--- config.mk ---
export PLATFORM = sky130hd
export DESIGN_NAME = load_store_unit
export DESIGN_NICKNAME = d
export VERILOG_FILES = /design/src/rtl/load_store_unit.sv
export SDC_FILE = /design/constraint.sdc
export NUM_CORES = 1
export LEC_CHECK = 0
export CAP_MARGIN = 10
export CORE_UTILIZATION = 40
export CTS_BUF_LIST = sky130_fd_sc_hd__clkbuf_2 sky130_fd_sc_hd__clkbuf_4 sky130_fd_sc_hd__clkbuf_8
export DETAILED_ROUTE_END_ITERATION = 7
export PLACE_DENSITY_LB_ADDON = 0.15
export SYNTH_ARGS = -nofsm -noshare
export SYNTH_HDL_FRONTEND = slang
export SYNTH_SLANG_ARGS = --single-unit
--- constraint.sdc ---
create_clock -name clk -period 7.35 [get_ports clk]
set_clock_uncertainty 0.2 [all_clocks]
set_input_delay 1.1025 -clock clk [delete_from_list [all_inputs] [get_ports clk]]
set_output_delay 1.1025 -clock clk [all_outputs]
set_load 0.005 [all_outputs]
--- src/rtl/load_store_unit.sv ---
// MEM-stage load/store unit: byte/half/word RV32I accesses over a word-only data port, RMW for sub-word stores.
// Optional LSU_BOUNDS_CHECK_EN faults addresses at or above MEM_BYTES instead of letting them alias.
module load_store_unit #(
    parameter int MEM_BYTES = 8192
) (
    input  logic        clk,
    input  logic        rst,
    input  logic        req_valid,
    input  logic        req_write,
    input  logic [2:0]  req_funct3,
    input  logic [31:0] req_addr,
    input  logic [31:0] req_wdata,
    output logic        stall,
    output logic        resp_valid,
    output logic [31:0] resp_rdata,
    output logic        fault,
    output logic        mem_read,
    output logic        mem_write,
    output logic [31:0] mem_addr,
    output logic [31:0] mem_wdata,
    input  logic [31:0] mem_rdata
);

    typedef enum logic [1:0] {IDLE, RMW_WR, RESP} state_t;

    state_t      state, state_next;
    logic [31:0] merge_buf, merge_next;
    logic [31:0] resp_rdata_q, rdata_next;
    logic        fault_q, fault_next;
    logic        rst_hold;

    logic        is_byte, is_half, is_word;
    logic        illegal_f3, misaligned, out_of_bounds, req_fault;
    logic [31:0] word_addr, lane_word, load_ext, merged;
    logic [7:0]  byte_val;
    logic [15:0] half_val;

    assign is_byte   = (req_funct3[1:0] == 2'b00);
    assign is_half   = (req_funct3[1:0] == 2'b01);
    assign is_word   = (req_funct3[1:0] == 2'b10);
    assign word_addr = {req_addr[31:2], 2'b00};

    assign illegal_f3 = req_write ? (req_funct3 > 3'b010)
                                  : ((req_funct3 == 3'b011) || (req_funct3[2:1] == 2'b11));
    assign misaligned = (is_half && req_addr[0]) || (is_word && (req_addr[1:0] != 2'b00));

`ifdef LSU_BOUNDS_CHECK_EN
    assign out_of_bounds = (req_addr >= 32'(MEM_BYTES));
`else
    // Without the check the memory simply aliases high addresses; MEM_BYTES is not needed.
    logic unused_mem_bytes;
    assign unused_mem_bytes = (MEM_BYTES != 0);
    assign out_of_bounds    = 1'b0;
`endif

    assign req_fault = illegal_f3 || misaligned || out_of_bounds;

    assign lane_word = mem_rdata >> {req_addr[1:0], 3'b000};
    assign byte_val  = lane_word[7:0];
    assign half_val  = req_addr[1] ? mem_rdata[31:16] : mem_rdata[15:0];

    always_comb begin
        case (req_funct3)
            3'b000:  load_ext = {{24{byte_val[7]}}, byte_val};
            3'b001:  load_ext = {{16{half_val[15]}}, half_val};
            3'b100:  load_ext = {24'h0, byte_val};
            3'b101:  load_ext = {16'h0, half_val};
            default: load_ext = mem_rdata;
        endcase
    end

    always_comb begin
        merged = merge_buf;
        if (is_byte)
            merged[{req_addr[1:0], 3'b000} +: 8] = req_wdata[7:0];
        else if (req_addr[1])
            merged[31:16] = req_wdata[15:0];
        else
            merged[15:0] = req_wdata[15:0];
    end

    // rst_hold blocks acceptance for the cycle after reset so a held request cannot write then.
    always_ff @(posedge clk) begin
        if (rst) begin
            state        <= IDLE;
            merge_buf    <= 32'h0;
            resp_rdata_q <= 32'h0;
            fault_q      <= 1'b0;
            rst_hold     <= 1'b1;
        end else begin
            state        <= state_next;
            merge_buf    <= merge_next;
            resp_rdata_q <= rdata_next;
            fault_q      <= fault_next;
            rst_hold     <= 1'b0;
        end
    end

    always_comb begin
        state_next = state;
        merge_next = merge_buf;
        rdata_next = resp_rdata_q;
        fault_next = fault_q;
        stall      = 1'b0;
        resp_valid = 1'b0;
        resp_rdata = 32'h0;
        fault      = 1'b0;
        mem_read   = 1'b0;
        mem_write  = 1'b0;
        mem_addr   = 32'h0;
        mem_wdata  = 32'h0;
        case (state)
            IDLE: begin
                if (req_valid && !rst_hold) begin
                    stall      = 1'b1;
                    state_next = RESP;
                    rdata_next = 32'h0;
                    fault_next = 1'b0;
                    if (req_fault) begin
                        fault_next = 1'b1;
                    end else if (!req_write) begin
                        mem_read   = 1'b1;
                        mem_addr   = word_addr;
                        rdata_next = load_ext;
                    end else if (is_word) begin
                        mem_write = 1'b1;
                        mem_addr  = word_addr;
                        mem_wdata = req_wdata;
                    end else begin
                        mem_read   = 1'b1;
                        mem_addr   = word_addr;
                        merge_next = mem_rdata;
                        state_next = RMW_WR;
                    end
                end
            end
            RMW_WR: begin
                stall      = 1'b1;
                mem_write  = 1'b1;
                mem_addr   = word_addr;
                mem_wdata  = merged;
                state_next = RESP;
            end
            RESP: begin
                resp_valid = 1'b1;
                resp_rdata = resp_rdata_q;
                fault      = fault_q;
                state_next = IDLE;
            end
            default: state_next = IDLE;
        endcase
    end

endmodule

-- After elaboration in Yosys (flattened, before gate mapping)
Index checks and enable logic that the tools add are counted.
- bits in registers: 68
- input bits: 103
- ROM bits: 0
- memory bits (writable): 0
- memories kept: 0
- word-level logic and storage cells: 74
- output and inout bits: 101
- bits in latches: 0
- order comparisons: 1
- reduce and logical (&&, ||, !) cells: 13
- bitwise logic cells: 2
- divide/modulo/power cells: 0
- $mul: 0
- multiplexer cells: 39
- add/sub/neg operators: 1
- equality and inequality tests: 10
- shift-type cells: 3
- operator list (operator ; number):
    $mux 32 ; 10
    $pmux 32 s2 ; 2
    $pmux 32 s4 ; 1
    $mux 16 ; 3
    $bwmux 32 ; 1
    $shift 8x7->32 const A ; 1
    $shiftx 8x7->32 ; 1
    $shr 32x5->8 ; 1
    $mux 1 ; 15
    $mux 2 ; 4
    $neg 5->7 ; 1
    $eq 2x2->1 const B ; 3
    $eq 3x3->1 const B ; 2
    $reduce_and 5->1 ; 1
    $eq 2x1->1 const B ; 2
    $logic_not 2->1 ; 2
    $pmux 1 s2 ; 2
    $pmux 2 s2 ; 1
    $eq 3x1->1 const B ; 1
    $eq 3x2->1 const B ; 1
    $gt 3x2->1 const B ; 1
    $logic_and 1x1->1 ; 3
    $logic_not 3->1 ; 1
    $logic_or 1x1->1 ; 3
    other kinds (5) ; 6

-- Logic depth before layout (Yosys ltp)
- depth in word-level cells: 7
- mapped depth: 9

-- Worst setup path after synthesis
Ideal clock, no wire load.
- path type: input port to output port
- from: input port req_addr[1]
- to: output port mem_wdata[10]
- data arrival time: 2.942 ns
- buffers on the path: 3
- slack: 3.106 ns
- data required time: 6.048 ns
- cell stages on the path: 9
- cell sequence: buf_2 inv_1 clkbuf_1 ha_1 and4b_1 clkbuf_1 and3_1 a211o_1 a32o_1
- word-level cells in the longest chain between the ends: 7
- RTL lines (item ; RTL line ; source):
    start, declared ; 11 ; input logic [31:0] req_addr,
    branches (longest 6 deep; another with $neg 5->7) ; - ;
    $pmux 32 s2 * ; 112 ; case (state)
    end, declared ; 20 ; output logic [31:0] mem_wdata,
Mark *: on every way between the ends.

-- Final worst setup path
Ends and elaborated chain as after synthesis.

==> impl_metrics.tcl <==
set metrics [dict create \
    clock_tree.root_cell "clkbuf_8" \
    clkTransAtPathRegs_ps 70 \
    wl_per_cell_um 18.9 \
    drc 0 \
    layout.cells.non_filler 876 \
    dp.cells 862 \
    synth_cell_type_count 52 \
    clockBufferDepth 2 \
    ys_ff_latch 68 \
    max-vdd-ir-drop_mv 0.0942 \
    synth_area_leaders "dfxtp_1 (31%), nand2_1 (8.3%), a221o_1 (5.5%)" \
    rr_worst_depth 4 \
    async_reset_ff_share_pct 0 \
    syn_area_per_cell_um2 7.79 \
    initialDrtViolationCount 396 \
    yosysSeqAreaShare_pct 30.9 \
    tightestPinTransition_ps 1160 \
    final-hold-violation-count 0 \
    period_needed_ps 5850 \
    synth.most_common_cell "nand2_1" \
    outcome "finished clean" \
    drive_above_1_share_pct 6.35 \
    port_buffers 201 \
    ios 204 \
    drv_slew 0 \
    ys_top_cells_by_count "nand2_1 (97), dfxtp_1 (68), and2_1 (38), and3_1 (38), a21oi_1 (36)" \
    initial_core_util_pct 41.9 \
    nFillCells 924 \
    place_ws_ps 1540 \
    yosysTopAreaCellShare_pct 30.9 \
    area_growth_pct 50.1 \
    fin_crit_sh_pct 79.6 \
    cts_resized 0 \
    die_w_um 107 \
    setup_violations 0 \
    min_from "resp_rdata_q[14]" \
    die_y_um 107 \
    htreeDepth 3 \
    viasPerCell 5.76 \
    yosys.area.top_type "dfxtp_1" \
    hold_depth 2 \
    r2r_end "merge_buf[1]" \
    hold_path_class "register to register" \
    min_to "resp_rdata_q[14]" \
    cts_buffers 9 \
    cts_setup_buffers 0 \
    grt_pass1_vias 4678 \
    postSynthCellCount 565 \
    syn-cell-area_um2 4400 \
    power_density_nw_per_um2 129 \
    cp-start-kind "primary input" \
    cp.required_ps 6050 \
    max_freq_mhz 171 \
    core_area_um2 10500 \
    synth_edf_count 0 \
    postCtsHoldBufs 0 \
    grt_max_degree 39 \
    r2r_setup_slack_ps 4820 \
    n_antenna_cell 0 \
    finalWirelength_um 16600 \
    maxCapViolCount 0 \
    timing.final.ws_setup_ps 1500 \
    final_util_pct 62.9 \
    grt_use_total_pct 28.5 \
    first_pass_iters 5 \
    final_antenna_net_count 0 \
    synth_flop_cell "dfxtp_1" \
    path_max_fanout 32 \
    tns_ps 0 \
    relSlewSlack_pct 22.6 \
    end_kind "output port" \
    clk_latency_ps 340 \
    yosysWarnings 0 \
    dieArea_um2 11400 \
    worstSetupPathType "primary input to output port" \
    cts.sinks 68 \
    grt_pass1_wl_um 25000 \
    cts_tree "done" \
    leakage_nw 2.56 \
    via_count 5042 \
    hpwlAfterDp_um 12800 \
    antenna_found_initial 0 \
    worstReg2RegStart "state[0]" \
    rsz0062_at_grt "false" \
    rows 37 \
    grt-ovfl-total 0 \
    place_congestion 0.879 \
    worstPathArrival_ps 4550 \
    final_nets 845 \
]
[where the power goes]
group	leakage, nW	switching [W]	internal (W)
clock	0.102	0.000135	0.000175
combinational	1.91	0.0000767	0.0000874
sequential	0.549	0.00000342	0.000373
[metrics by stage]
step / instance area, um^2 / power (W) / hold WS, ps
3_3_place_gp: 6410 / 0.000545 / 230
5_1_grt: 6610 / 0.000879 / 286
4_1_cts: 6610 / 0.000852 / 252
3_5_place_dp: 6410 / 0.000547 / 238
2_1_floorplan: 4400 / 0.000450 / 217
6_report: 6610 / 0.000850 / 252
[kinds of logic after synthesis]
| group | count (synthesis) | share of synthesized area [%] |
|---|---|---|
| and+or+nand+nor | 257 | 31.1 |
| AOI/OAI and AO/OA | 161 | 25.7 |
| DFF | 68 | 30.9 |
| buffers and inverters | 56 | 5.91 |
| muxes | 17 | 4.83 |
| adders and majority gates | 5 | 1.42 |
| other | 1 | 0.0852 |
[per-layer routing]
layer  vias to the layer above  track usage, %  wire length (um)
li1                       2383               -                 -
met1                      2404            32.9              6470
met2                       232            54.7              8700
met3                        23            4.62              1220
met4                         0            6.26               195
met5                         -               0                 0
[final cells by class]
class                      instances  area (um^2)  share of cell area (%)
clock inverter                     2         35.0                   0.530
tap                              136          170                    2.58
sequential                        68         1360                    20.6
clock buffer                      12          159                    2.41
inverter                           7         26.3                   0.398
multi-input combinational        442         2780                    42.1
timing repair buffer             209         2070                    31.4
[state kept, by name, indices dropped and copies added, names as in the netlist]
| name | count |
|---|---|
| merge_buf | 32 |
| fault_q | 1 |
| resp_rdata_q | 32 |
| state | 2 |
| rst_hold | 1 |
[cell usage in the layout (no fill, tap or decap), drive strengths merged, types with 3 or more instances in the layout]
cell	instances
and3	38
mux2	14
nand2b	17
inv	7
dfxtp	68
nor2b	5
a31oi	21
nand3	4
clkdlybuf4s50	201
or3	21
a21o	15
a22o	7
o21ai	27
nor2	22
a221oi	7
ha	5
a21oi	36
a211oi	3
buf	8
a32o	5
nor4b	3
nand2	98
a221o	24
nor3	3
clkbuf	12
and2	38
o31ai	7
[worst max path at each step]
| stage | startpoint | endpoint | slack (ps) | depth (start not counted) |
|---|---|---|---|---|
| after global routing | req_addr[1] | mem_wdata[22] | 1220 | 9 |
| after floorplan | req_addr[1] | mem_wdata[10] | 3110 | 9 |
| final | req_addr[1] | mem_wdata[10] | 1500 | 9 |
| after detailed placement | req_addr[1] | mem_wdata[10] | 1540 | 9 |
| after CTS | req_addr[1] | mem_wdata[10] | 1530 | 9 |
| after global placement | req_addr[1] | mem_wdata[22] | 1680 | 9 |
[critical path, cell delays in order]
cell and delay [ps]:
clkdlybuf4s50_1 400, buf_4 260, inv_1 400, ha_1 300
nor2b_1 300, o2111ai_1 210, nor2_2 760, a32o_1 270
clkdlybuf4s50_1 520
Power figures use the tool's default switching activity.
